**src/rtl/control_sequencer.sv**
```systemverilog
`timescale 1ns/1ps
// control_sequencer
// Multi-cycle CPU control FSM. It decodes the 4-bit opcode at the top of the
// instruction register and drives the datapath strobes. Every memory access uses
// a request/ready handshake guarded by a wait-cycle timeout. Vectored interrupt
// entry is taken only at instruction boundaries. A sticky fault flag records
// illegal opcodes and memory timeouts.
//
// Ports
//   clock, reset        rising-edge clock; asynchronous active-low reset
//   instruction         current instruction register contents
//   Z                   ALU zero flag (conditional jump sense)
//   mem_ready           memory finishes the pending read/write this cycle
//   irq_req, irq_mask   level interrupt request and its block
//   reg_write .. increase_sp   datapath strobes
//   mem_read, mem_write        memory requests, held until mem_ready
//   pc_from_vector, push_pc    interrupt entry controls
//   irq_ack             one-cycle pulse on the vector jump
//   fault               sticky: illegal opcode or memory timeout
//   state               one-hot current state
module control_sequencer #(
  parameter int unsigned INSTR_W    = 16,
  parameter int unsigned TIMEOUT    = 255,
  parameter bit          IRQ_ENABLE = 1'b1
) (
  input  logic               clock,
  input  logic               reset,
  input  logic [INSTR_W-1:0] instruction,
  input  logic               Z,
  input  logic               mem_ready,
  input  logic               irq_req,
  input  logic               irq_mask,
  output logic               reg_write,
  output logic               mem_to_reg,
  output logic               fetch_instruction,
  output logic               alu_override_imm8,
  output logic               alu_override_imm4,
  output logic               alu_set_flags,
  output logic               set_pc,
  output logic               pc_from_register,
  output logic               set_sp,
  output logic               increase_sp,
  output logic               mem_read,
  output logic               mem_write,
  output logic               pc_from_vector,
  output logic               push_pc,
  output logic               irq_ack,
  output logic               fault,
  output logic [17:0]        state
);

  localparam int unsigned CNT_W = (TIMEOUT > 0) ? $clog2(TIMEOUT + 1) : 1;

  typedef enum logic [17:0] {
    S_BOUNDARY  = 18'h00001,
    S_FETCH_REQ = 18'h00002,
    S_DECODE    = 18'h00004,
    S_LOAD_REQ  = 18'h00008,
    S_STORE_REQ = 18'h00010,
    S_PUSH_REQ  = 18'h00020,
    S_PUSH_INC  = 18'h00040,
    S_POP_DEC   = 18'h00080,
    S_POP_REQ   = 18'h00100,
    S_JMP       = 18'h00200,
    S_ALU       = 18'h00400,
    S_IRQ_PUSH  = 18'h00800,
    S_IRQ_INC   = 18'h01000,
    S_IRQ_VEC   = 18'h02000,
    S_HALT      = 18'h04000,
    S_RSVD0     = 18'h08000,
    S_RSVD1     = 18'h10000,
    S_RSVD2     = 18'h20000
  } state_t;

  state_t             state_q, state_d;
  logic               fault_q, fault_d;
  logic [CNT_W-1:0]   cnt_q, cnt_d, cnt_inc;
  logic               req_wait;
  logic [3:0]         opcode;
  logic               unused_instr_bits;

  assign opcode            = instruction[INSTR_W-1 -: 4];
  assign unused_instr_bits = ^instruction;
  assign cnt_inc           = cnt_q + CNT_W'(1);
  assign state             = state_q;
  assign fault             = fault_q;

  always_ff @(posedge clock or negedge reset) begin
    if (!reset) begin
      state_q <= S_BOUNDARY;
      fault_q <= 1'b0;
      cnt_q   <= '0;
    end else begin
      state_q <= state_d;
      fault_q <= fault_d;
      cnt_q   <= cnt_d;
    end
  end

  always_comb begin
    state_d           = state_q;
    fault_d           = fault_q;
    cnt_d             = cnt_q;
    req_wait          = 1'b0;
    reg_write         = 1'b0;
    mem_to_reg        = 1'b0;
    fetch_instruction = 1'b0;
    alu_override_imm8 = 1'b0;
    alu_override_imm4 = 1'b0;
    alu_set_flags     = 1'b0;
    set_pc            = 1'b0;
    pc_from_register  = 1'b0;
    set_sp            = 1'b0;
    increase_sp       = 1'b0;
    mem_read          = 1'b0;
    mem_write         = 1'b0;
    pc_from_vector    = 1'b0;
    push_pc           = 1'b0;
    irq_ack           = 1'b0;

    case (state_q)
      S_BOUNDARY: begin
        if (IRQ_ENABLE && irq_req && !irq_mask) state_d = S_IRQ_PUSH;
        else                                    state_d = S_FETCH_REQ;
      end
      S_FETCH_REQ: begin
        mem_read = 1'b1;
        if (mem_ready) begin
          fetch_instruction = 1'b1;
          state_d           = S_DECODE;
        end else begin
          req_wait = 1'b1;
        end
      end
      S_DECODE: begin
        case (opcode)
          4'b0000: state_d = S_LOAD_REQ;
          4'b0001: state_d = S_STORE_REQ;
          4'b0010: state_d = S_ALU;
          4'b0100: state_d = S_JMP;
          4'b0101: state_d = S_PUSH_REQ;
          4'b0110: state_d = S_POP_DEC;
          4'b0111: state_d = S_HALT;
          4'b1000: state_d = S_ALU;
          4'b1001: state_d = S_ALU;
          default: begin
            state_d = S_HALT;
            fault_d = 1'b1;
          end
        endcase
      end
      S_LOAD_REQ, S_POP_REQ: begin
        mem_read = 1'b1;
        if (mem_ready) begin
          reg_write  = 1'b1;
          mem_to_reg = 1'b1;
          set_pc     = 1'b1;
          state_d    = S_BOUNDARY;
        end else begin
          req_wait = 1'b1;
        end
      end
      S_STORE_REQ, S_PUSH_REQ: begin
        mem_write = 1'b1;
        if (mem_ready) begin
          set_pc  = 1'b1;
          state_d = (state_q == S_PUSH_REQ) ? S_PUSH_INC : S_BOUNDARY;
        end else begin
          req_wait = 1'b1;
        end
      end
      S_PUSH_INC: begin
        set_sp      = 1'b1;
        increase_sp = 1'b1;
        state_d     = S_BOUNDARY;
      end
      S_POP_DEC: begin
        set_sp  = 1'b1;
        state_d = S_POP_REQ;
      end
      S_JMP: begin
        set_pc           = 1'b1;
        // instruction[7] inverts the sense of the zero-flag condition
        pc_from_register = Z ^ instruction[7];
        state_d          = S_BOUNDARY;
      end
      S_ALU: begin
        reg_write         = 1'b1;
        alu_set_flags     = 1'b1;
        set_pc            = 1'b1;
        alu_override_imm8 = (opcode == 4'b0010);
        alu_override_imm4 = (opcode == 4'b1001);
        state_d           = S_BOUNDARY;
      end
      S_IRQ_PUSH: begin
        mem_write = 1'b1;
        push_pc   = 1'b1;
        if (mem_ready) state_d = S_IRQ_INC;
        else           req_wait = 1'b1;
      end
      S_IRQ_INC: begin
        set_sp      = 1'b1;
        increase_sp = 1'b1;
        state_d     = S_IRQ_VEC;
      end
      S_IRQ_VEC: begin
        set_pc         = 1'b1;
        pc_from_vector = 1'b1;
        irq_ack        = IRQ_ENABLE;
        // The handler's first instruction is fetched without another IRQ check
        state_d        = S_FETCH_REQ;
      end
      S_HALT: begin
        state_d = S_HALT;
      end
      default: begin
        // Reserved codes are unreachable; treat any arrival as a fault
        state_d = S_HALT;
        fault_d = 1'b1;
      end
    endcase

    // Wait-cycle watchdog: the TIMEOUT-th consecutive non-ready cycle aborts
    if (TIMEOUT != 0 && req_wait && cnt_inc == CNT_W'(TIMEOUT)) begin
      state_d = S_HALT;
      fault_d = 1'b1;
    end

    // Every REQ state is entered from a different state, so clearing on any
    // transition restarts the count for each new access.
    if (state_d != state_q) cnt_d = '0;
    else if (req_wait)      cnt_d = cnt_inc;
  end

endmodule

```
**config.mk**
```make
export PLATFORM = sky130hd
export DESIGN_NAME = control_sequencer
export DESIGN_NICKNAME = d
export VERILOG_FILES = /design/src/rtl/control_sequencer.sv
export SDC_FILE = /design/constraint.sdc
export NUM_CORES = 1
export LEC_CHECK = 0
export CAP_MARGIN = 0
export CORE_UTILIZATION = 52
export DETAILED_ROUTE_END_ITERATION = 12
export PLACE_DENSITY = 0.86
export SLEW_MARGIN = 20
export SYNTH_ARGS = -nofsm -noshare
export SYNTH_HDL_FRONTEND = slang
export SYNTH_SLANG_ARGS = --single-unit
```
**constraint.sdc**
```tcl
create_clock -name clock -period 4.75 [get_ports clock]
set_input_delay 0.475 -clock clock [delete_from_list [all_inputs] [get_ports clock]]
set_output_delay 0.475 -clock clock [all_outputs]
set_load 0.05 [all_outputs]
```
==> flow_summary.json <==
{
  "initial_utilization": 0.562,
  "setup-violations-final": 0,
  "ys_seq_area_frac": 0.347,
  "layout.nets": 287,
  "mostFrequentLayoutCells": "sky130_fd_sc_hd__clkdlybuf4s50_1, sky130_fd_sc_hd__nor2_1, sky130_fd_sc_hd__dfrtp_1, sky130_fd_sc_hd__nand2_1",
  "vias_in_the_first_global_route": 1800,
  "cts.sink_count": 27,
  "dpl_cell_area_mm2": 0.00241,
  "stdcell_area_mm2": 0.00245,
  "async_flop_share": 1.00,
  "grt.overflow.total": 0,
  "drive_gt1_frac": 0.0687,
  "synth_simple_gate_area_share": 0.356,
  "rows": 21,
  "start_kind": "register",
  "grt_setup_unrepaired": "no",
  "drc": 0,
  "achievable-frequency_mhz": 265,
  "critPathCaptureType": "output port",
  "yosys_register_bits": 27,
  "numCtsBuffers": 3,
  "clk_latency_worst_skew_pair_ps": 280,
  "crit_path_max_fanout": 9,
  "hold_viol_final": 0,
  "final_setup_margin_ps": 982,
  "num_antenna_cells": 0,
  "synth_enable_flop_cells": 0,
  "cap_violations": 0,
  "worst_slew_margin_rel": 0.536,
  "number_of_distinct_library_cell_variants_in_the_gate_level_netlist_after_synthesis": 64,
  "fp.dieW_um": 63.2,
  "critPathKind": "reg2out",
  "cts_tree": "done",
  "drtAntennaViolNets": 0,
  "detail_placement_hpwl_mm": 3.92,
  "critical_path_arrival_ps": 3290,
  "final.min_clock_period_ps": 3770,
  "tns_ps": 0,
  "totalWireLength_mm": 5.29,
  "worst_pin_slew_ps": 687,
  "cts_max_path_buffers": 2,
  "r2r_slack_ps": 1910,
  "dp_cells": 304,
  "synth_area_mm2": 0.00195,
  "cts.htree.levels": 1,
  "wl_per_cell_um": 17.2,
  "io_buffers": 44,
  "post_synthesis_share_of_cell_area_spent_on_xor_and_xnor_gates": 0.0405,
  "synth_area_per_cell_um2": 8.86,
  "post_synth_mux_area_share": 0.0161,
  "critical_path.startpoint": "state[12]$_DFF_PN0_",
  "synth_top_family_by_area": "simple AND/OR/NAND/NOR gates",
  "worst-r2r-cell-count": 6,
  "design.die.area_mm2": 0.00399,
  "post-cts-setup-buffer-count": 0,
  "finalCritPeriodShare": 0.793,
  "finalNonFillerCells": 308,
  "irDropWorstVdd_uv": 158,
  "post_synth_fa_ha_maj_area_fraction": 0.0128,
  "hold_path_depth": 1,
  "ctsRootBufferMaster": "sky130_fd_sc_hd__clkbuf_8",
  "synthFlopType": "sky130_fd_sc_hd__dfrtp_1",
  "timing.critical_path.required_ps": 4280,
  "crit_path_end": "alu_override_imm4",
  "final_hold_slack_ps": 500,
  "dp_slack_ps": 1310,
  "compound_cell_area_share_of_the_yosys_netlist": 0.178,
  "finalClockSkew_ps": 7.60,
  "antenna_found_initial": 0,
  "clock_pin_transition_on_the_worst_setup_and_hold_timing_paths_ps": 100,
  "worst_r2r_startpoint": "state[9]$_DFF_PN0_",
  "final_count_of_pins_violating_max_slew": 0,
  "cts.hold.buffers_added": 0,
  "grt_max_degree": 28,
  "detail_route.first_pass.iterations": 5,
  "power.leakage_nw": 0.909,
  "yosysWarningCount": 0,
  "core_area_mm2": 0.00347,
  "avgViaCountPerCell": 6.24,
  "post-route-util": 0.707,
  "first_pass_grt_wire_length_mm": 9.10,
  "syn_to_final_growth_pct": 25.9,
  "cts.repair.resized": 0,
  "initialDrtViolationCount": 147,
  "r2r_end": "cnt_q[0]$_DFFE_PN0P_",
  "run_status": "finished, final reports clean",
  "grt_usage": 0.290,
  "gp_congestion": 0.930,
  "power_density_mw_per_mm2": 166,
  "netlist_instances": 220,
  "design_power_total_mw": 0.406,
  "die_height_um": 63.2,
  "vias": 1922,
  "layout.cells.most_common": "sky130_fd_sc_hd__clkdlybuf4s50_1",
  "io-pin-count": 56,
  "min_delay_path_class": "reg2reg"
}
## worst max-delay path, stage by stage, from the launching register on
cell and delay (ps):
sky130_fd_sc_hd__dfrtp_1 520, sky130_fd_sc_hd__nor3_2 440, sky130_fd_sc_hd__nand4_1 290, sky130_fd_sc_hd__or2_1 330
sky130_fd_sc_hd__nor3b_1 400, sky130_fd_sc_hd__and4_1 250, sky130_fd_sc_hd__clkdlybuf4s50_1 790
## power breakdown
| group | internal, mW | leakage (nW) | switching (mW) |
|---|---|---|---|
| combinational | 0.0157 | 0.530 | 0.0240 |
| sequential | 0.231 | 0.356 | 0.00225 |
| clock | 0.0602 | 0.0228 | 0.0728 |
| total | 0.307 | 0.909 | 0.0991 |
## registers in the layout (all words and copies together), names as in the netlist
register / cells
cnt_q: 8
state: 18
fault: 1
## kinds of logic after synthesis
family | after synthesis
adders and majority gates | 2
other | 1
DFF | 27
AOI/OAI and AO/OA | 47
muxes | 3
xor gates and xnor gates | 9
buffers and inverters | 17
and+or+nand+nor | 114
## metal layers
| metal | wire length, µm | GRT usage |
|---|---|---|
| met2 | 2480 | 0.452 |
| met5 | 0 | 0 |
| met1 | 2380 | 0.416 |
| met3 | 386 | 0.0399 |
| met4 | 53 | 0.0938 |
## worst min path at each step
stage,startpoint,slack [ps],end
2_1_floorplan,reset,180,cnt_q[0]$_DFFE_PN0P_
3_3_place_gp,fault$_DFFE_PN0P_,470,fault$_DFFE_PN0P_
3_5_place_dp,fault$_DFFE_PN0P_,470,fault$_DFFE_PN0P_
4_1_cts,fault$_DFFE_PN0P_,500,fault$_DFFE_PN0P_
5_1_grt,fault$_DFFE_PN0P_,510,fault$_DFFE_PN0P_
6_report,fault$_DFFE_PN0P_,500,fault$_DFFE_PN0P_
## cells in the mapped netlist, drive strengths merged (2+ instances only)
cell type  count  area, µm²
nor2b          3       18.8
a21oi          5       25.0
clkbuf         4       16.3
nor4bb         2       20.0
a21boi         3       22.5
or3            2       12.5
nand3          5       25.0
xnor2          6       52.6
a32oi          4       35.0
and3           3       18.8
nor4          11       98.8
inv            5       18.8
and2           2       12.5
nand2         13       48.8
nor3          10       55.1
o21ai          8       40.0
nor4b          4       41.3
buf            7       52.5
nand4b         3       26.3
o211ai         4       30.0
nor2          30        113
dfrtp         26        651
mux2i          2       20.0
nand4          7       43.8
o31a           2       17.5
or2            2       12.5
a2111oi        3       26.3
and4           4       35.0
o22ai          2       12.5
ha             2       25.0
nor3b          2       15.0
xor2           3       26.3
a211oi         4       30.0
nand3b         4       37.5
and3b          3       26.3
## layout make-up
cell class	instances	area (µm²)
multi-input cells	178	1190
inverters	6	22.5
fillers	308	1020
well taps	46	57.6
repair buffers	47	463
clock buffers	4	45.0
flip-flops and latches	27	677
Power figures use the tool's default switching activity.
